`src/rtl/six_instr_controller.sv`:
```
// Multi-cycle controller for a six-instruction datapath (NOOP/LOAD/STORE/ADD/SUB/HALT).
// It owns the PC and the IR. All outputs are Moore decodes of the registered state and IR.
module six_instr_controller (
  input  logic        Clk,
  input  logic        ResetN,
  input  logic [15:0] I_data,
  output logic [6:0]  PC_addr,
  output logic [7:0]  D_addr,
  output logic        D_wr,
  output logic        RF_s,
  output logic [3:0]  RF_W_addr,
  output logic        RF_W_en,
  output logic [3:0]  RF_Ra_addr,
  output logic [3:0]  RF_Rb_addr,
  output logic [2:0]  ALU_s,
  output logic [3:0]  State_out
);

  typedef enum logic [3:0] {
    S_INIT   = 4'd0,
    S_FETCH  = 4'd1,
    S_DECODE = 4'd2,
    S_NOOP   = 4'd3,
    S_LOADA  = 4'd4,
    S_LOADB  = 4'd5,
    S_STORE  = 4'd6,
    S_ADD    = 4'd7,
    S_SUB    = 4'd8,
    S_HALT   = 4'd9
  } state_t;

  state_t      r_state;
  state_t      w_next;
  logic [6:0]  r_pc;
  logic [15:0] r_ir;

  always_ff @(posedge Clk or negedge ResetN) begin
    if (!ResetN) begin
      r_state <= S_INIT;
      r_pc    <= '0;
      r_ir    <= '0;
    end else begin
      r_state <= w_next;
      if (r_state == S_INIT) begin
        r_pc <= '0;
      end else if (r_state == S_FETCH) begin
        r_ir <= I_data;
        r_pc <= r_pc + 7'd1;
      end
    end
  end

  always_comb begin
    w_next = r_state;
    case (r_state)
      S_INIT:   w_next = S_FETCH;
      S_FETCH:  w_next = S_DECODE;
      S_DECODE: begin
        case (r_ir[15:12])
          4'd1:    w_next = S_LOADA;
          4'd2:    w_next = S_STORE;
          4'd3:    w_next = S_ADD;
          4'd4:    w_next = S_SUB;
          4'd5:    w_next = S_HALT;
          default: w_next = S_NOOP;
        endcase
      end
      S_LOADA:  w_next = S_LOADB;
      S_LOADB,
      S_STORE,
      S_ADD,
      S_SUB,
      S_NOOP:   w_next = S_FETCH;
      S_HALT:   w_next = S_HALT;
      default:  w_next = S_INIT;
    endcase
  end

  always_comb begin
    D_addr     = '0;
    D_wr       = 1'b0;
    RF_s       = 1'b0;
    RF_W_addr  = '0;
    RF_W_en    = 1'b0;
    RF_Ra_addr = '0;
    RF_Rb_addr = '0;
    ALU_s      = 3'd2;
    case (r_state)
      // The write enable waits for LoadB because the RAM read data arrives a cycle late.
      S_LOADA, S_LOADB: begin
        D_addr    = r_ir[7:0];
        RF_s      = 1'b1;
        RF_W_addr = r_ir[11:8];
        RF_W_en   = (r_state == S_LOADB);
      end
      S_STORE: begin
        D_addr     = r_ir[11:4];
        RF_Ra_addr = r_ir[3:0];
        D_wr       = 1'b1;
      end
      S_ADD, S_SUB: begin
        RF_Ra_addr = r_ir[7:4];
        RF_Rb_addr = r_ir[3:0];
        RF_W_addr  = r_ir[11:8];
        RF_W_en    = 1'b1;
        ALU_s      = (r_state == S_SUB) ? 3'd1 : 3'd0;
      end
      default: ;
    endcase
  end

  assign PC_addr   = r_pc;
  assign State_out = r_state;

endmodule

```
`config.mk`:
```
export PLATFORM = sky130hd
export DESIGN_NAME = six_instr_controller
export DESIGN_NICKNAME = d
export VERILOG_FILES = /design/src/rtl/six_instr_controller.sv
export SDC_FILE = /design/constraint.sdc
export NUM_CORES = 1
export LEC_CHECK = 0
export ABC_CLOCK_PERIOD_IN_PS = 5900
export CORE_ASPECT_RATIO = 0.9
export CORE_MARGIN = 2
export CORE_UTILIZATION = 47
export CTS_CLUSTER_DIAMETER = 100
export DETAILED_ROUTE_END_ITERATION = 10
export PLACE_DENSITY = 0.91
export SLEW_MARGIN = 20
export SYNTH_ARGS = -nofsm -noshare
export SYNTH_HDL_FRONTEND = slang
export SYNTH_SLANG_ARGS = --single-unit
```
`constraint.sdc`:
```
create_clock -name Clk -period 5.9 [get_ports Clk]
set_input_delay 1.77 -clock Clk [delete_from_list [all_inputs] [get_ports Clk]]
set_output_delay 1.77 -clock Clk [all_outputs]
set_load 0.02 [all_outputs]
```
==> run summary, run 1 <==
status - finished, final reports clean
RR Startpoint - State_out[2]
Hold Path Class - reg -> reg
Routed WL per cell - 13.3 µm
share of cells above drive strength 1 - 3.74%
Setup TNS - 0 ns
Max-Cap Viols - 0
area of the multi-input gates - 714 µm²
sequential element share of the synthesized area - 46.8%
Core ar. - 0.00300 mm²
RSZ-0062 raised after global routing - false
drt via density - 5.14
Worst R2R End - PC_addr[5]
Critical Path Start - State_out[2]
Main synth FF type - dfrtp_1
Worst-path clk slew - 0.15 ns
CTS root buffer - clkbuf_4
Tmin final - 4.39 ns
final hold slack - 0.524 ns
Synth cell types - 34
drt initial violations - 80
largest net degree at the start of global routing - 28
total CTS buffers - 3
Worst VDD drop - 0.000299 V
die height - 56.6 µm
post-synthesis register bit count - 27
Clock Latency Late Sink - 0.33 ns
DP Wirelength - 2540 µm
crit path DAT - 2.62 ns
final period utilization - 74.4%
Initial Util - 48.2%
critical path class - reg -> out
Register-to-Register Path Depth - 3
htree depth - 1
Net Count, Synth - 185
RePlAce Congestion - 0.790
Routed Antenna Nets - 0
power density over the cells - 427 mW/mm²
Worst Hold Path EP - r_ir[11]
most frequent cells in the layout - 53 x clkdlybuf4s50_1, 51 x nand2_1, 27 x dfrtp_1, 14 x a22o_1, 7 x o21ai_0
FILL cells - 260
post-CTS sizing - 0
Final Hold Vio Count - 0
I/O pin count - 55
Hold Buf Count CTS - 0
I/O Buffers - 53
syn avg cell area - 8.71 µm²
row count - 19
grt ovf - 0
setup bufs post-CTS - 0
global-route wire length before repair - 5650 µm
EDFF count, synth - 0
Worst Path Required - 4.13 ns
Max Clk Rate - 228 MHz
Rel. slew slack - 36.6%
DRC - 0
worst hold start - r_ir[11]
reg2reg setup slack - 3.74 ns
Leakage - 0.897 nW
Clock Path Buffers - 2
element type at the critical path end - output pin
Clock Sinks - 27
critical path fanouts, max - 13
CP Launch Type - register
vias in the first global route - 1,214
area of the mapped netlist - 0.00145 mm²
post-synthesis cell count - 166
via count - 1,315
Worst Tran Pin Value - 0.948 ns
Clock Skew - 0.00751 ns
Min-Delay Path Depth - 2
commonest non-fill, non-tap cell in the layout - clkdlybuf4s50_1
n_diodes - 0
CTS tree - done
initial antenna violation count - 0
Area growth, synth to finish - 40.4%
die width - 62.5 µm
Seq. cell area - 676 µm²
Nets - 234
Warnings, synthesis - 0
Slew Limit Fails - 0
Post-Route WL - 3410 µm
Die Area - 0.00353 mm²
Final setup viols - 0
Post-synth ARST share - 100%
GRT Util Overall - 19.9%
Pre-antenna DRT Iters - 4
## synth_stat cells (all sizes together), types with 2 or more instances
master  instances  area share [%]
inv             3            0.78
nor4b           4             2.4
nand2b          6             2.6
and2            4             1.7
a22o           14             8.5
o21ai           7             2.4
nor2b           6             2.6
nor2            3            0.78
a211oi          2             1.0
a21o            3             1.6
nand2          51              13
and3            2            0.87
a21oi           3             1.0
clkbuf          6             1.6
dfrtp          27              47
nand3           4             1.4
buf             5             1.9
## where the power goes
part / switching (mW) / internal [mW]
registers: 0.103 / 0.261
logic: 0.230 / 0.189
clock network: 0.0571 / 0.0260
total: 0.390 / 0.477
## kinds of logic (layout without fill, tap and decap cells)
logic type      after synthesis  count (layout)  share of synthesized area (%)
simple gates                 86              86                           28.7
buf+inv                      14              62                           4.24
other cells                   1               1                          0.259
xor+xnor                      1               1                          0.606
flops                        27              27                           46.8
compound gates               36              36                           18.6
fa+ha+maj                     1               1                          0.866
## layer usage
metal | global-route usage [%] | vias up | part of all wire [%]
li1 | - | 664 | -
met1 | 27.4 | 616 | 47
met2 | 33.0 | 31 | 48
met3 | 4.01 | 4 | 3.6
met4 | 3.49 | 0 | 0.91
met5 | 0 | - | 0
## state kept, by name, summed over array words and instances, names as in the netlist
signal / flops
r_ir: 16
PC_addr: 7
State_out: 4
## worst max-delay path, stage by stage (launching register included)
cell	delay [ns]
dfrtp_1	0.54
nor4b_1	0.65
a31o_2	0.31
a22o_1	0.17
clkdlybuf4s50_1	0.61
## worst max-delay path by stage
stage,endpoint,cells after the start
3_3_place_gp,RF_Ra_addr[0],4
4_1_cts,RF_Ra_addr[1],4
5_1_grt,RF_Ra_addr[0],4
6_report,RF_Ra_addr[1],4
3_5_place_dp,RF_Ra_addr[1],4
2_1_floorplan,RF_W_addr[0],4
## layout make-up
cell class / instances / share of cell area [%]
flip-flops and latches: 27 / 33.3
inverters: 3 / 0.555
multi-input cells: 125 / 35.2
clock inverters: 1 / 0.370
clock buffers: 3 / 1.11
repair buffers: 55 / 26.9
well taps: 42 / 2.59
## per-stage QoR
| step | area, µm² | worst slack (ns) | instances | util (%) | total power, mW |
|---|---|---|---|---|---|
| after floorplan | 1450 | 1.90 | 166 | - | 0.632 |
| after global placement | 2000 | 1.91 | 252 | 66.8 | 0.770 |
| after detailed placement | 2000 | 1.88 | 252 | 66.8 | 0.788 |
| final | 2030 | 1.51 | 256 | 67.8 | 0.867 |
| after global routing | 2030 | 1.25 | 256 | 67.8 | 0.940 |
| after CTS | 2030 | 1.49 | 256 | 67.8 | 0.871 |
(Power assumes the default switching activity.)
==> inputs of run 2 (changes only) <==
--- a/config.mk
+++ b/config.mk
@@ -5,13 +5,13 @@
 export SDC_FILE = /design/constraint.sdc
 export NUM_CORES = 1
 export LEC_CHECK = 0
-export ABC_CLOCK_PERIOD_IN_PS = 5900
+export ABC_CLOCK_PERIOD_IN_PS = 3800
 export CORE_ASPECT_RATIO = 0.9
 export CORE_MARGIN = 2
-export CORE_UTILIZATION = 47
+export CORE_UTILIZATION = 39
 export CTS_CLUSTER_DIAMETER = 100
 export DETAILED_ROUTE_END_ITERATION = 10
-export PLACE_DENSITY = 0.91
+export PLACE_DENSITY = 0.81
 export SLEW_MARGIN = 20
 export SYNTH_ARGS = -nofsm -noshare
 export SYNTH_HDL_FRONTEND = slang
==> constraint.sdc (replaced) <==
create_clock -name Clk -period 3.8 [get_ports Clk]
set_input_delay 1.14 -clock Clk [delete_from_list [all_inputs] [get_ports Clk]]
set_output_delay 1.14 -clock Clk [all_outputs]
set_load 0.02 [all_outputs]
==> run summary, run 2 (synthesized netlist as in run 1, its figures left out) <==
commonest non-fill, non-tap cell in the layout - clkdlybuf4s50_1
RePlAce Congestion - 0.764
Nets - 235
final period utilization - 95.5%
largest net degree at the start of global routing - 28
setup bufs post-CTS - 0
Clock Latency Late Sink - 0.28 ns
critical path class - reg -> out
element type at the critical path end - output pin
critical path fanouts, max - 13
Clock Skew - 0.0114 ns
Register-to-Register Path Depth - 3
post-CTS sizing - 0
I/O pin count - 55
total CTS buffers - 3
Int Pwr - 0.774 mW
grt ovf - 0
Comb pwr share - 47.4%
vias in the first global route - 1,167
Setup TNS - 0 ns
Max Clk Rate - 275 MHz
Hold Buf Count CTS - 0
post-route cell area - 0.00206 mm²
drt via density - 5.12
Worst Path Required - 2.66 ns
crit path DAT - 2.49 ns
Routed Antenna Nets - 0
Final Non-Filler Cells - 259
Max-Cap Viols - 0
Post-Route WL - 3460 µm
Min-Delay Path Depth - 2
share of cells above drive strength 1 - 4.19%
global-route wire length before repair - 5440 µm
n_diodes - 0
Area growth, synth to finish - 42.3%
Clock Path Buffers - 2
final worst setup slack - 0.169 ns
CTS root buffer - clkbuf_8
Tmin final - 3.63 ns
initial antenna violation count - 0
Final Hold Vio Count - 0
clock power share - 11.7%
Final setup viols - 0
Placed Instances - 255
Switch Pwr - 0.604 mW
power density over the cells - 670 mW/mm²
FILL cells - 332
number of flip-flops in the largest register - 16
Slew Limit Fails - 0
most flop-heavy register - r_ir
Die Area - 0.00421 mm²
status - finished, final reports clean
Rel. slew slack - 57.8%
Core ar. - 0.00345 mm²
Worst VDD drop - 0.000371 V
Initial Util - 41.8%
die width - 68.2 µm
CP Launch Type - register
drt initial violations - 57
Routed WL per cell - 13.3 µm
Worst-path clk slew - 0.10 ns
Pre-antenna DRT Iters - 4
sequential fraction of design power - 40.9%
Hold Path Class - reg -> reg
sw frac - 43.8%
htree depth - 1
I/O Buffers - 53
fin util - 59.5%
reg2reg setup slack - 1.65 ns
most frequent cells in the layout - 53 x clkdlybuf4s50_1, 51 x nand2_1, 27 x dfrtp_1, 14 x a22o_1, 7 x o21ai_0
die height - 61.8 µm
GRT Util Overall - 17.6%
row count - 20
Worst Tran Pin Value - 0.630 ns
Clock Sinks - 27
pre-CTS setup slack - 0.495 ns
Leakage - 0.914 nW
Post-DP Area - 0.00201 mm²
via count - 1,326
RSZ-0062 raised after global routing - false
DRC - 0
DP Wirelength - 2530 µm
CTS tree - done
## run 2: cell count changes in the layout (fill, tap and decap cells not counted), sizes merged
cell / before / now
buf: 2 / 3
clkinvlp: 1 / 0
clkinv: 0 / 1
## run 2: layout make-up
type	count	area [µm²]	share of cell area, %
Sequential cell	27	676	32.9
Tap cell	44	55.1	2.68
Inverter	3	11.3	0.548
Clock buffer	3	41.3	2.01
Timing Repair Buffer	56	553	26.9
Clock inverter	1	5.00	0.243
Multi-Input combinational cell	125	714	34.8
## run 2: metal layers
| metal | track usage (%) | up-vias | routed length, µm |
|---|---|---|---|
| met5 | 0 | - | 0 |
| met3 | 3.24 | 4 | 141 |
| li1 | - | 666 | - |
| met1 | 23.2 | 623 | 1680 |
| met2 | 29.7 | 33 | 1600 |
| met4 | 5.43 | 0 | 36 |
## run 2: through the flow
step	hold WS, ns	total power [mW]
after CTS	0.499	1.39
after floorplan	0.461	0.982
after detailed placement	0.478	1.23
after global placement	0.479	1.20
after global routing	0.528	1.50
final	0.494	1.38
## run 2: critical path: stages, from the launching register on
cell,delay (ns)
dfrtp_1,0.52
nor4b_1,0.61
a31o_2,0.31
a22o_1,0.17
clkdlybuf4s50_1,0.60
## run 2: path summary, 6_finish.rpt
check | from | end
max | State_out[2] | RF_Ra_addr[0]
max reg2reg | State_out[2] | PC_addr[5]
max in group asynchronous | ResetN | r_ir[5]
min | r_ir[9] | r_ir[9]
min reg2reg | r_ir[9] | r_ir[9]
min in group asynchronous | ResetN | PC_addr[4]
## run 2: power groups by stage
stage / logic (mW) / clock network [mW] / registers, mW
6_report: 0.653 / 0.161 / 0.564
5_1_grt: 0.727 / 0.180 / 0.589
2_1_floorplan: 0.441 / 0 / 0.541
3_5_place_dp: 0.659 / 0 / 0.567
4_1_cts: 0.664 / 0.167 / 0.561
3_3_place_gp: 0.642 / 0 / 0.561
==> inputs of run 3 (changes only) <==
--- a/config.mk
+++ b/config.mk
@@ -12,6 +12,7 @@
 export CTS_CLUSTER_DIAMETER = 100
 export DETAILED_ROUTE_END_ITERATION = 10
 export PLACE_DENSITY = 0.81
+export SKIP_LAST_GASP = 1
 export SLEW_MARGIN = 20
 export SYNTH_ARGS = -nofsm -noshare
 export SYNTH_HDL_FRONTEND = slang
==> results of run 3 <==
Final layout, timing and power as in run 2 (identical DEF).
